[config.mk]
export PLATFORM = sky130hd
export DESIGN_NAME = alu_op_issuer
export DESIGN_NICKNAME = d
export VERILOG_FILES = /design/src/rtl/alu_op_issuer.sv
export SDC_FILE = /design/constraint.sdc
export NUM_CORES = 1
export LEC_CHECK = 0
export ABC_AREA = 1
export CAP_MARGIN = 30
export CORE_AREA = 4 4 125 67
export CTS_CLUSTER_SIZE = 25
export DETAILED_ROUTE_END_ITERATION = 8
export DIE_AREA = 0 0 129 71
export PLACE_DENSITY_LB_ADDON = 0.25
export SETUP_SLACK_MARGIN = 0.3
export SYNTH_ARGS = -nofsm -noshare
export SYNTH_HDL_FRONTEND = slang
export SYNTH_SLANG_ARGS = --single-unit
[constraint.sdc]
create_clock -name CLK -period 2.9 [get_ports CLK]
set_input_delay 0.58 -clock CLK [delete_from_list [all_inputs] [get_ports CLK]]
set_output_delay 0.58 -clock CLK [all_outputs]
set_load 0.05 [all_outputs]
[src/rtl/alu_op_issuer.sv]
// Issues one command at a time to the four-unit ALU and returns the selected
// unit's result on a valid/ready response port. A flag timeout turns a missing result into an error response.
//
// state  | meaning
// IDLE   | req_ready high, waiting for a command
// SETTLE | operands driven, waiting out ALU latency (flags ignored)
// SAMPLE | watching the selected unit flag, timeout counter running
// RESP   | response held on rsp_* until rsp_ready
module alu_op_issuer #(
   parameter int in_width      = 16,
   parameter int out_width     = 16,
   parameter int CMP_out_width = 2,
   parameter int ALU_LAT       = 1,
   parameter int TIMEOUT       = 8
) (
   input  logic                     CLK,
   input  logic                     RST,
   input  logic                     req_valid,
   output logic                     req_ready,
   input  logic [3:0]               req_fun,
   input  logic [in_width-1:0]      req_a,
   input  logic [in_width-1:0]      req_b,
   output logic [in_width-1:0]      A,
   output logic [in_width-1:0]      B,
   output logic [3:0]               ALU_FUN,
   input  logic [out_width-1:0]     arith_out,
   input  logic [out_width-1:0]     logic_out,
   input  logic [out_width-1:0]     shift_out,
   input  logic [CMP_out_width-1:0] CMP_out,
   input  logic                     arith_flag,
   input  logic                     logic_flag,
   input  logic                     CMP_flag,
   input  logic                     shift_flag,
   input  logic                     carry_out,
   output logic                     rsp_valid,
   input  logic                     rsp_ready,
   output logic [out_width-1:0]     rsp_data,
   output logic [1:0]               rsp_unit,
   output logic                     rsp_carry,
   output logic                     rsp_err
);

   localparam int SW = (ALU_LAT < 2) ? 1 : $clog2(ALU_LAT + 1);
   localparam int TW = (TIMEOUT < 2) ? 1 : $clog2(TIMEOUT + 1);

   typedef enum logic [1:0] {
      IDLE   = 2'd0,
      SETTLE = 2'd1,
      SAMPLE = 2'd2,
      RESP   = 2'd3
   } state_t;

   state_t            state;
   logic [SW-1:0]     settle_cnt;
   logic [TW-1:0]     timeout_cnt;

   logic                 sel_flag;
   logic [out_width-1:0] sel_data;
   logic                 sel_carry;

   // Only the unit named by the latched function is ever looked at.
   always_comb begin
      sel_flag  = 1'b0;
      sel_data  = '0;
      sel_carry = 1'b0;
      case (ALU_FUN[3:2])
         2'b00: begin
            sel_flag  = arith_flag;
            sel_data  = arith_out;
            sel_carry = carry_out;
         end
         2'b01: begin
            sel_flag = logic_flag;
            sel_data = logic_out;
         end
         2'b10: begin
            sel_flag = CMP_flag;
            sel_data = {{(out_width-CMP_out_width){1'b0}}, CMP_out};
         end
         default: begin
            sel_flag = shift_flag;
            sel_data = shift_out;
         end
      endcase
   end

   always_ff @(posedge CLK) begin
      if (!RST) begin
         state       <= IDLE;
         settle_cnt  <= '0;
         timeout_cnt <= '0;
         req_ready   <= 1'b1;
         A           <= '0;
         B           <= '0;
         ALU_FUN     <= '0;
         rsp_valid   <= 1'b0;
         rsp_data    <= '0;
         rsp_unit    <= '0;
         rsp_carry   <= 1'b0;
         rsp_err     <= 1'b0;
      end else begin
         case (state)
            IDLE: begin
               if (req_valid) begin
                  A          <= req_a;
                  B          <= req_b;
                  ALU_FUN    <= req_fun;
                  settle_cnt <= SW'(ALU_LAT);
                  req_ready  <= 1'b0;
                  state      <= SETTLE;
               end
            end
            SETTLE: begin
               settle_cnt <= settle_cnt - 1'b1;
               if (settle_cnt == SW'(1)) begin
                  timeout_cnt <= '0;
                  state       <= SAMPLE;
               end
            end
            SAMPLE: begin
               // A flag arriving on the last allowed cycle still beats the timeout.
               if (sel_flag) begin
                  rsp_data  <= sel_data;
                  rsp_unit  <= ALU_FUN[3:2];
                  rsp_carry <= sel_carry;
                  rsp_err   <= 1'b0;
                  rsp_valid <= 1'b1;
                  state     <= RESP;
               end else if (timeout_cnt == TW'(TIMEOUT)) begin
                  rsp_data  <= '0;
                  rsp_unit  <= ALU_FUN[3:2];
                  rsp_carry <= 1'b0;
                  rsp_err   <= 1'b1;
                  rsp_valid <= 1'b1;
                  state     <= RESP;
               end else begin
                  timeout_cnt <= timeout_cnt + 1'b1;
               end
            end
            RESP: begin
               if (rsp_ready) begin
                  rsp_valid <= 1'b0;
                  req_ready <= 1'b1;
                  state     <= IDLE;
               end
            end
            default: state <= IDLE;
         endcase
      end
   end

endmodule

==> out/metrics.csv, run 1 <==
metric,value,unit
Synth async-reset ratio,0,
launching point of the worst reg2reg path,ALU_FUN[3],
Yosys cell types,23,
setup ws final,0.546,ns
Final nets,654,
outcome,"finished, final reports clean",
maxcap violations,0,
Hold Crit Class,flop to flop,
Critical Path AT,1.77,ns
cts repair resizes,0,
final cell count without fillers,654,
WHS Endpoint,settle_cnt,
logic gate share of total power,0.469,
Pint,2.46,mW
Worst-Skew Late Latency,0.33,ns
clk_skew,0.00744,ns
largest net degree at the start of global routing,40,
die height,71,um
Max VDD drop,0.549,mV
final setup fails,0,
clk slew on worst S/H paths,0.05,ns
vias in the first global route,2699,
Max stage delay on crit path,0.89,ns
Flop pwr share,0.290,
post-synthesis cell count,409,
Peak Freq,425,MHz
yosys warns,0,
Die X,129,um
DR vias,3052,
Post-synth EDFFs,0,
Crit path depth,1,
worst slack at placement,0.729,ns
Port Buffer Count,152,
critical path's top delay family,buffers and inverters,
PwrDens,910,nW/um^2
crit path cell chain,clkdlybuf4s50_1,
RePlAce Congestion,0.806,
GRT Residual Overflow,0,
R2R depth,8,
CP max FO,10,
area delta synth->final,64.5,%
type of origin of the critical path,flop,
Routed Antenna Nets,0,
Clock Sinks,65,
CTS max path bufs,2,
crit end category,primary output,
# diodes,0,
setup TNS,0,ns
vias per inst,4.67,
Worst Path Buf+Inv,1,
All-Layer GR Usage,0.184,
reg-to-reg endpoint,timeout_cnt[2],
Netlist Area Pre-Place,2870,sq um
RSZ-0062 raised after global routing,false,
"Slowest-stage cell, CP",clkdlybuf4s50_1,
hold slack,0.469,ns
predominant post-synthesis flop cell,dfxtp_1,
Die Area,9160,sq um
DRC,0,
Post-Place Cells,638,
Worst-Margin Slew,0.633,ns
post-CTS setup repair buffer count,0,
r2r setup slk,0.91,ns
syn_nets,510,
DP Wirelength,6230,um
initial antenna violation count,0,
fin crit share,0.812,
Seq cells post-synth,65,
Final Hold Fails,0,
I/O pin cnt,153,
number of iterations in the first detailed-routing pass,4,
H-tree depth,3,
worst hold start,settle_cnt,
DRT Wirelength,8540,um
Hold Crit Depth,2,
min Tclk post-route,2.35,ns
WL per Instance,13.1,um
post-layout util,0.653,
"Seq/Total Area, Yosys",0.454,
CTS buffer count,9,
share of layout cells above drive strength 1,0.0430,
Rel. slew slack,0.577,
CP Data Required Time,2.32,ns
Root Buffer,clkbuf_16,
Syn Area/Cell,7.01,sq um
Crit Path Category,flop to primary output,
first-pass GRT wire length,13400,um
cell row count,22,
fin. max-slew vios,0,
initial DRC count,159,
core box area,7210,sq um
Psw,1.83,mW
CTS tree,done,
CTS hold repair buffers,0,
Sw Share,0.426,
Clock power frac,0.241,
starting density of the core,0.397,
Pleak,1.87,nW
## worst max-delay path by stage
stage,endpoint,startpoint,slack [ns]
2_1_floorplan,timeout_cnt[0],ALU_FUN[3],1.15
3_3_place_gp,rsp_carry,CMP_flag,0.76
3_5_place_dp,timeout_cnt[0],logic_flag,0.73
4_1_cts,ALU_FUN[3],ALU_FUN[3],0.53
5_1_grt,ALU_FUN[3],ALU_FUN[3],0.46
6_report,ALU_FUN[3],ALU_FUN[3],0.55
## power groups by stage
stage	Sequential [mW]	Combinational [mW]	Clock (mW)
after floorplan	1.82	0.808	0
after detailed placement	1.26	2.01	0
final	1.24	2.01	1.03
after global placement	1.25	1.99	0
after CTS	1.24	2.03	1.06
after global routing	1.27	2.19	1.11
## sequential cells by signal, summed over array words and instances (netlist names)
name         count
settle_cnt       1
rsp_carry        1
state            2
A               16
req_ready        1
ALU_FUN          4
rsp_err          1
timeout_cnt      4
rsp_valid        1
rsp_unit         2
B               16
rsp_data        16
## cell type report
| type | instances | area [sq um] |
|---|---|---|
| Timing Repair Buffer | 156 | 1550 |
| Tap cell | 96 | 120 |
| Multi-Input combinational cell | 300 | 1370 |
| Clock inverter | 6 | 58.8 |
| Sequential cell | 65 | 1300 |
| Clock buffer | 10 | 229 |
| Inverter | 21 | 78.8 |
| Fill cell | 637 | 2500 |
## routing by layer
layer	global-route usage	wire, um	vias up
li1	-	-	1623
met1	0.214	3610	1323
met2	0.300	3950	96
met3	0.0852	858	10
met4	0.0617	114	0
met5	0	0	-
## layout by cell type (no fill, tap or decap), drive strengths merged
cell	synthesis	final
bufinv	0	1
a31oi	1	1
nand2	86	86
buf	7	4
nor2b	1	1
clkinv	1	6
inv	20	20
nand4	4	4
ha	6	6
or2	1	1
nor2	86	86
dfxtp	65	65
a21oi	27	27
clkdlybuf4s50	0	152
nand3	46	46
clkbuf	16	10
o211ai	2	2
o21ai	40	40
## Yosys cell counts, types with 3 or more instances
library cell | n | area (sq um)
a21oi_1 | 27 | 135
nor2_1 | 84 | 315
ha_1 | 6 | 75.1
dfxtp_1 | 65 | 1300
clkbuf_1 | 16 | 60.1
nand2_1 | 86 | 323
inv_1 | 19 | 71.3
o21ai_0 | 40 | 200
nand3_1 | 44 | 220
buf_2 | 3 | 15.0
nand4_1 | 4 | 25.0
## stage by stage
stage               cell area (sq um)  total power [mW]
floorplan                        2870              2.63
global placement                 4420              3.25
detailed placement               4420              3.27
CTS                              4710              4.34
global route                     4710              4.57
finish                           4710              4.29
## cells by family (layout without fill, tap and decap cells)
| family | count (synthesis) | in the layout | synth area share |
|---|---|---|---|
| and+or+nand+nor | 224 | 224 | 0.328 |
| adders and majority gates | 6 | 6 | 0.0262 |
| buffers and inverters | 44 | 193 | 0.0668 |
| AOI/OAI and AO/OA | 70 | 70 | 0.124 |
| DFF | 65 | 65 | 0.454 |
Power figures use the tool's default switching activity.
==> run 2: changes to the inputs <==
CORE_AREA = 4 4 127 68   (was 4 4 125 67)
DIE_AREA = 0 0 131 72   (was 0 0 129 71)
clock period = 2.3 ns   (was 2.9 ns; I/O delays follow)
==> out/metrics.csv, run 2 (same netlist as run 1, synthesis figures left out) <==
metric,value,unit,change
starting density of the core,0.373,,was 0.397
fin crit share,0.849,,
reg-to-reg endpoint,rsp_unit[1],,was timeout_cnt[2]
setup TNS,0,ns,unchanged
Die X,131,um,was 129 um
Peak Freq,512,MHz,
launching point of the worst reg2reg path,state[0],,was ALU_FUN[3]
Routed Antenna Nets,0,,unchanged
Max VDD drop,0.635,mV,was 0.549 mV
Pint,3.08,mW,was 2.46 mW
vias per inst,4.80,,was 4.67
Die Area,9430,sq um,was 9160 sq um
share of layout cells above drive strength 1,0.0533,,was 0.0430
CTS buffer count,9,,unchanged
setup ws final,0.346,ns,was 0.546 ns
Worst Path Buf+Inv,1,,unchanged
Port Buffer Count,152,,unchanged
final cell count without fillers,663,,was 654
initial DRC count,228,,was 159
Post-Place Cells,645,,was 638
r2r setup slk,0.39,ns,was 0.91 ns
die height,72,um,was 71 um
H-tree depth,3,,unchanged
Tot Pwr,5.40,mW,was 4.29 mW
"Slowest-stage cell, CP",clkdlybuf4s50_1,,unchanged
DR vias,3181,,was 3052
CP Data Required Time,1.84,ns,was 2.32 ns
GRT Residual Overflow,0,,unchanged
hold slack,0.477,ns,was 0.469 ns
Clock power frac,0.229,,was 0.241
maxcap violations,0,,unchanged
DRC,0,,unchanged
Worst-Margin Slew,0.698,ns,was 0.633 ns
WL per Instance,14.5,um,was 13.1 um
CTS tree,done,,unchanged
core box area,7680,sq um,was 7210 sq um
number of iterations in the first detailed-routing pass,4,,unchanged
Max stage delay on crit path,0.84,ns,was 0.89 ns
Hold Crit Depth,2,,unchanged
clk_skew,0.00604,ns,was 0.00744 ns
R2R depth,7,,was 8
clk slew on worst S/H paths,0.05,ns,about the same
Crit Path Category,flop to primary output,,unchanged
DRT Wirelength,9640,um,was 8540 um
All-Layer GR Usage,0.207,,was 0.184
DP Wirelength,7430,um,was 6230 um
Pleak,1.93,nW,was 1.87 nW
cell row count,23,,was 22
Hold Crit Class,flop to flop,,unchanged
Critical Path AT,1.49,ns,was 1.77 ns
biggest regs,"A x16, B x16, rsp_data x16",,unchanged
Final nets,659,,was 654
RePlAce Congestion,0.893,,was 0.806
PwrDens,1140,nW/um^2,was 910 nW/um^2
Worst-Skew Late Latency,0.32,ns,was 0.33 ns
critical path's top delay family,buffers and inverters,,unchanged
"commonest non-fill, non-tap cells in the layout","clkdlybuf4s50_1, nand2_1, nor2_1",,unchanged
area delta synth->final,65.9,%,was 64.5%
crit path cell chain,clkdlybuf4s50_1,,unchanged
min Tclk post-route,1.95,ns,
first-pass GRT wire length,15400,um,was 13400 um
vias in the first global route,3169,,was 2699
outcome,"finished, final reports clean",,unchanged
Clock Sinks,65,,unchanged
"commonest non-fill, non-tap cell in the layout",clkdlybuf4s50_1,,unchanged
I/O pin cnt,153,,unchanged
initial antenna violation count,0,,unchanged
Sw Share,0.430,,was 0.426
fin. max-slew vios,0,,unchanged
RSZ-0062 raised after global routing,true,,was false
logic gate share of total power,0.483,,was 0.469
final setup fails,0,,unchanged
placed instance area,4450,sq um,was 4420 sq um
crit end category,primary output,,unchanged
post-route cell area,4750,sq um,was 4710 sq um
Psw,2.32,mW,was 1.83 mW
worst hold start,rsp_data[6],,was settle_cnt
Root Buffer,clkbuf_16,,unchanged
# diodes,0,,unchanged
post-layout util,0.619,,was 0.653
Layout fillers,724,,was 637
Rel. slew slack,0.534,,was 0.577
Flop pwr share,0.289,,was 0.290
CP max FO,2,,was 10
WHS Endpoint,rsp_data[6],,was settle_cnt
CTS max path bufs,2,,unchanged
worst slack at placement,0.349,ns,was 0.729 ns
largest net degree at the start of global routing,36,,was 40
Final Hold Fails,0,,unchanged
type of origin of the critical path,flop,,unchanged
[run 2: cell types whose count changed in the layout (fill, tap and decap cells not counted), moves of 2 or more]
cell	change
clkbuf_8	+2
dlymetal6s2s_1	+3
clkinvlp_4	+2
clkdlybuf4s50_1	-4
buf_4	+4
[run 2: worst max-delay path by stage]
stage / cells after the start / from / endpoint / slack, ns
after global routing: 7 / state[0] / rsp_data[11] / 0.25
after global placement: 6 / shift_flag / timeout_cnt[1] / 0.41
after floorplan: 7 / ALU_FUN[3] / timeout_cnt[0] / 0.55
after CTS: 1 / A[15] / A[15] / 0.32
final: 1 / rsp_data[3] / rsp_data[3] / 0.35
after detailed placement: 8 / logic_flag / timeout_cnt[1] / 0.35
[run 2: layout make-up]
type,count,area [sq um],share of cell area
Timing Repair Buffer,160,1590,0.334
Multi-Input combinational cell,300,1380,0.289
Sequential cell,65,1300,0.274
Clock buffer,13,260,0.0547
Tap cell,100,125,0.0263
Inverter,21,82.6,0.0174
Clock inverter,3,15.0,0.00316
Timing Repair inverter,1,7.51,0.00158
[run 2: routing by layer]
layer / wire, um / vias up / share of wire / track usage
met4: 36 / 0 / 0.0037 / 0.0525
met5: 0 / - / 0 / 0
met3: 709 / 2 / 0.074 / 0.0824
met1: 4480 / 1474 / 0.46 / 0.277
li1: - / 1618 / - / -
met2: 4410 / 87 / 0.46 / 0.315
[run 2: timing repair]
| item | 4_1_cts | 5_1_grt |
|---|---|---|
| hold buffers | 0 | 0 |
| buffers inserted | 0 | 1 |
| gates resized for setup | 1 | 6 |
| endpoints found under the setup margin | 1 | 8 |
| pin swaps | 0 | 0 |
| gates cloned | 0 | 1 |
[run 2: power groups by stage]
stage	registers [mW]	logic [mW]	clock network (mW)
after floorplan	2.30	1.02	0
after global placement	1.57	2.56	0
after detailed placement	1.58	2.61	0
after CTS	1.56	2.62	1.27
after global routing	1.60	2.84	1.32
final	1.56	2.61	1.23
==> run 3: changes to the inputs <==
CORE_AREA = 4 4 133 71   (was 4 4 127 68)
DIE_AREA = 0 0 137 75   (was 0 0 131 72)
clock period = 1.75 ns   (was 2.3 ns; I/O delays follow)
==> out/metrics.csv, run 3 (same netlist as run 1, synthesis figures left out) <==
metric,value,unit,change
Pint,4.16,mW,was 3.08 mW
fin. max-slew vios,0,,unchanged
Crit Path Category,input pin to flop,,was flop to primary output
clk_skew,0.00777,ns,was 0.00604 ns
vias in the first global route,2930,,was 3169
setup ws final,0.303,ns,was 0.346 ns
Sw Share,0.434,,was 0.430
Root Buffer,clkbuf_16,,unchanged
WL per Instance,13.8,um,was 14.5 um
DR vias,3201,,was 3181
r2r setup slk,0.34,ns,was 0.39 ns
RSZ-0062 raised after global routing,true,,unchanged
post-layout util,0.579,,was 0.619
H-tree depth,3,,unchanged
Pleak,2.06,nW,was 1.93 nW
PwrDens,1510,nW/um^2,was 1140 nW/um^2
RePlAce Congestion,0.819,,was 0.893
Hold Crit Class,flop to flop,,unchanged
Die X,137,um,was 131 um
core box area,8410,sq um,was 7680 sq um
die height,75,um,was 72 um
CTS hold repair buffers,0,,unchanged
launching point of the worst reg2reg path,ALU_FUN[3],,was state[0]
All-Layer GR Usage,0.181,,was 0.207
Port Buffer Count,152,,unchanged
area delta synth->final,69.8,%,was 65.9%
largest net degree at the start of global routing,36,,unchanged
Final nets,673,,was 659
Layout fillers,751,,was 724
crit end category,flop,,was primary output
logic gate share of total power,0.496,,was 0.483
Max VDD drop,0.686,mV,was 0.635 mV
WHS Endpoint,settle_cnt,,was rsp_data[6]
final setup fails,0,,unchanged
GRT Residual Overflow,0,,unchanged
CTS tree,done,,unchanged
Worst-Margin Slew,0.659,ns,was 0.698 ns
Clock power frac,0.219,,was 0.229
share of layout cells above drive strength 1,0.215,,was 0.0533
type of origin of the critical path,input pin,,was flop
Final Hold Fails,0,,unchanged
initial antenna violation count,0,,unchanged
fin crit share,0.827,,
Peak Freq,691,MHz,
DP Wirelength,7270,um,was 7430 um
DRC,0,,unchanged
reg-to-reg endpoint,timeout_cnt[1],,was rsp_unit[1]
clk slew on worst S/H paths,0.05,ns,about the same
min Tclk post-route,1.45,ns,
Critical Path AT,1.66,ns,was 1.49 ns
CTS max path bufs,2,,unchanged
Clock Sinks,65,,unchanged
CP max FO,7,,was 2
vias per inst,4.61,,was 4.80
Psw,3.19,mW,was 2.32 mW
outcome,"finished, final reports clean",,unchanged
# diodes,0,,unchanged
Hold Crit Depth,2,,unchanged
R2R depth,7,,unchanged
"commonest non-fill, non-tap cells in the layout","clkdlybuf4s50_1, nand2_1, nor2_1",,unchanged
Worst-Skew Late Latency,0.32,ns,about the same
starting density of the core,0.341,,was 0.373
Die Area,10300,sq um,was 9430 sq um
Routed Antenna Nets,0,,unchanged
maxcap violations,0,,unchanged
CP Data Required Time,1.96,ns,was 1.84 ns
number of iterations in the first detailed-routing pass,4,,unchanged
I/O pin cnt,153,,unchanged
biggest regs,"A x16, B x16, rsp_data x16",,unchanged
DRT Wirelength,9590,um,was 9640 um
Tot Pwr,7.35,mW,was 5.40 mW
Rel. slew slack,0.560,,was 0.534
CTS buffer count,9,,unchanged
worst hold start,settle_cnt,,was rsp_data[6]
worst slack at placement,-0.0364,ns,was 0.349 ns
initial DRC count,192,,was 228
Flop pwr share,0.285,,was 0.289
"commonest non-fill, non-tap cell in the layout",clkdlybuf4s50_1,,unchanged
first-pass GRT wire length,14500,um,was 15400 um
cell row count,24,,was 23
==> run 3: cell count changes in the layout (fill, tap and decap cells not counted), sizes merged <==
cell,change
clkdlybuf4s50,-54
dlygate4sd2,-1
buf,+73
inv,-1
dlymetal6s2s,-3
clkinv,+2
clkbuf,-2
==> run 3: worst max-delay path by stage <==
stage | from | endpoint | slack [ns] | cells past startpoint
4_1_cts | ALU_FUN[3] | rsp_data[1] | 0.29 | 6
3_3_place_gp | shift_flag | rsp_carry | 0.04 | 6
5_1_grt | timeout_cnt[1] | timeout_cnt[2] | 0.24 | 9
2_1_floorplan | ALU_FUN[3] | rsp_data[10] | 0.30 | 8
3_5_place_dp | shift_flag | rsp_data[14] | -0.04 | 6
6_report | shift_flag | timeout_cnt[1] | 0.30 | 7
==> run 3: timing repair <==
| action | in CTS | in global routing |
|---|---|---|
| buffers inserted | 1 | 10 |
| hold endpoints to repair | 0 | 0 |
| pin swaps | 2 | 4 |
| endpoints found under the setup margin | 24 | 63 |
| gates resized for setup | 6 | 32 |
==> run 3: power by group through the flow <==
stage          sequential [mW]  clock (mW)  combinational (mW)
2_1_floorplan             3.03           0                1.36
3_3_place_gp              2.09           0                3.31
3_5_place_dp              2.11           0                3.36
4_1_cts                   2.09        1.66                3.41
5_1_grt                   2.14        1.74                3.98
6_report                  2.09        1.61                3.65
==> run 3: cell type report <==
cell class                 count  area (sq um)  share of cell area
sequential                    65          1310               0.270
clock inverter                 5          31.3             0.00643
timing repair buffer         175          1580               0.325
inverter                      21          95.1              0.0195
multi-input combinational    300          1460               0.299
tap                          117           146              0.0301
clock buffer                  11           243              0.0499
==> run 3: worst max-delay path, cell delays in order <==
cell and delay, ns:
clkdlybuf4s50_1 0.48, or2_4 0.27, nand3_4 0.12, buf_4 0.14
nand3_4 0.09, a21oi_1 0.15, nor2_1 0.05
==> run 3: per-layer routing <==
layer  part of all wire  global-route usage
met5                  0                   0
met4             0.0058              0.0498
met3              0.081              0.0681
met2               0.45               0.266
met1               0.46               0.251
==> run 3: through the flow <==
step                hold slack [ns]  instance area [sq um]  setup TNS (ns)  instances
global placement              0.463                   4390               0        667
floorplan                     0.449                   2880               0        409
CTS                           0.482                   4700               0        684
finish                        0.479                   4860               0        694
detailed placement            0.472                   4390          -0.335        667
global route                  0.497                   4860               0        694
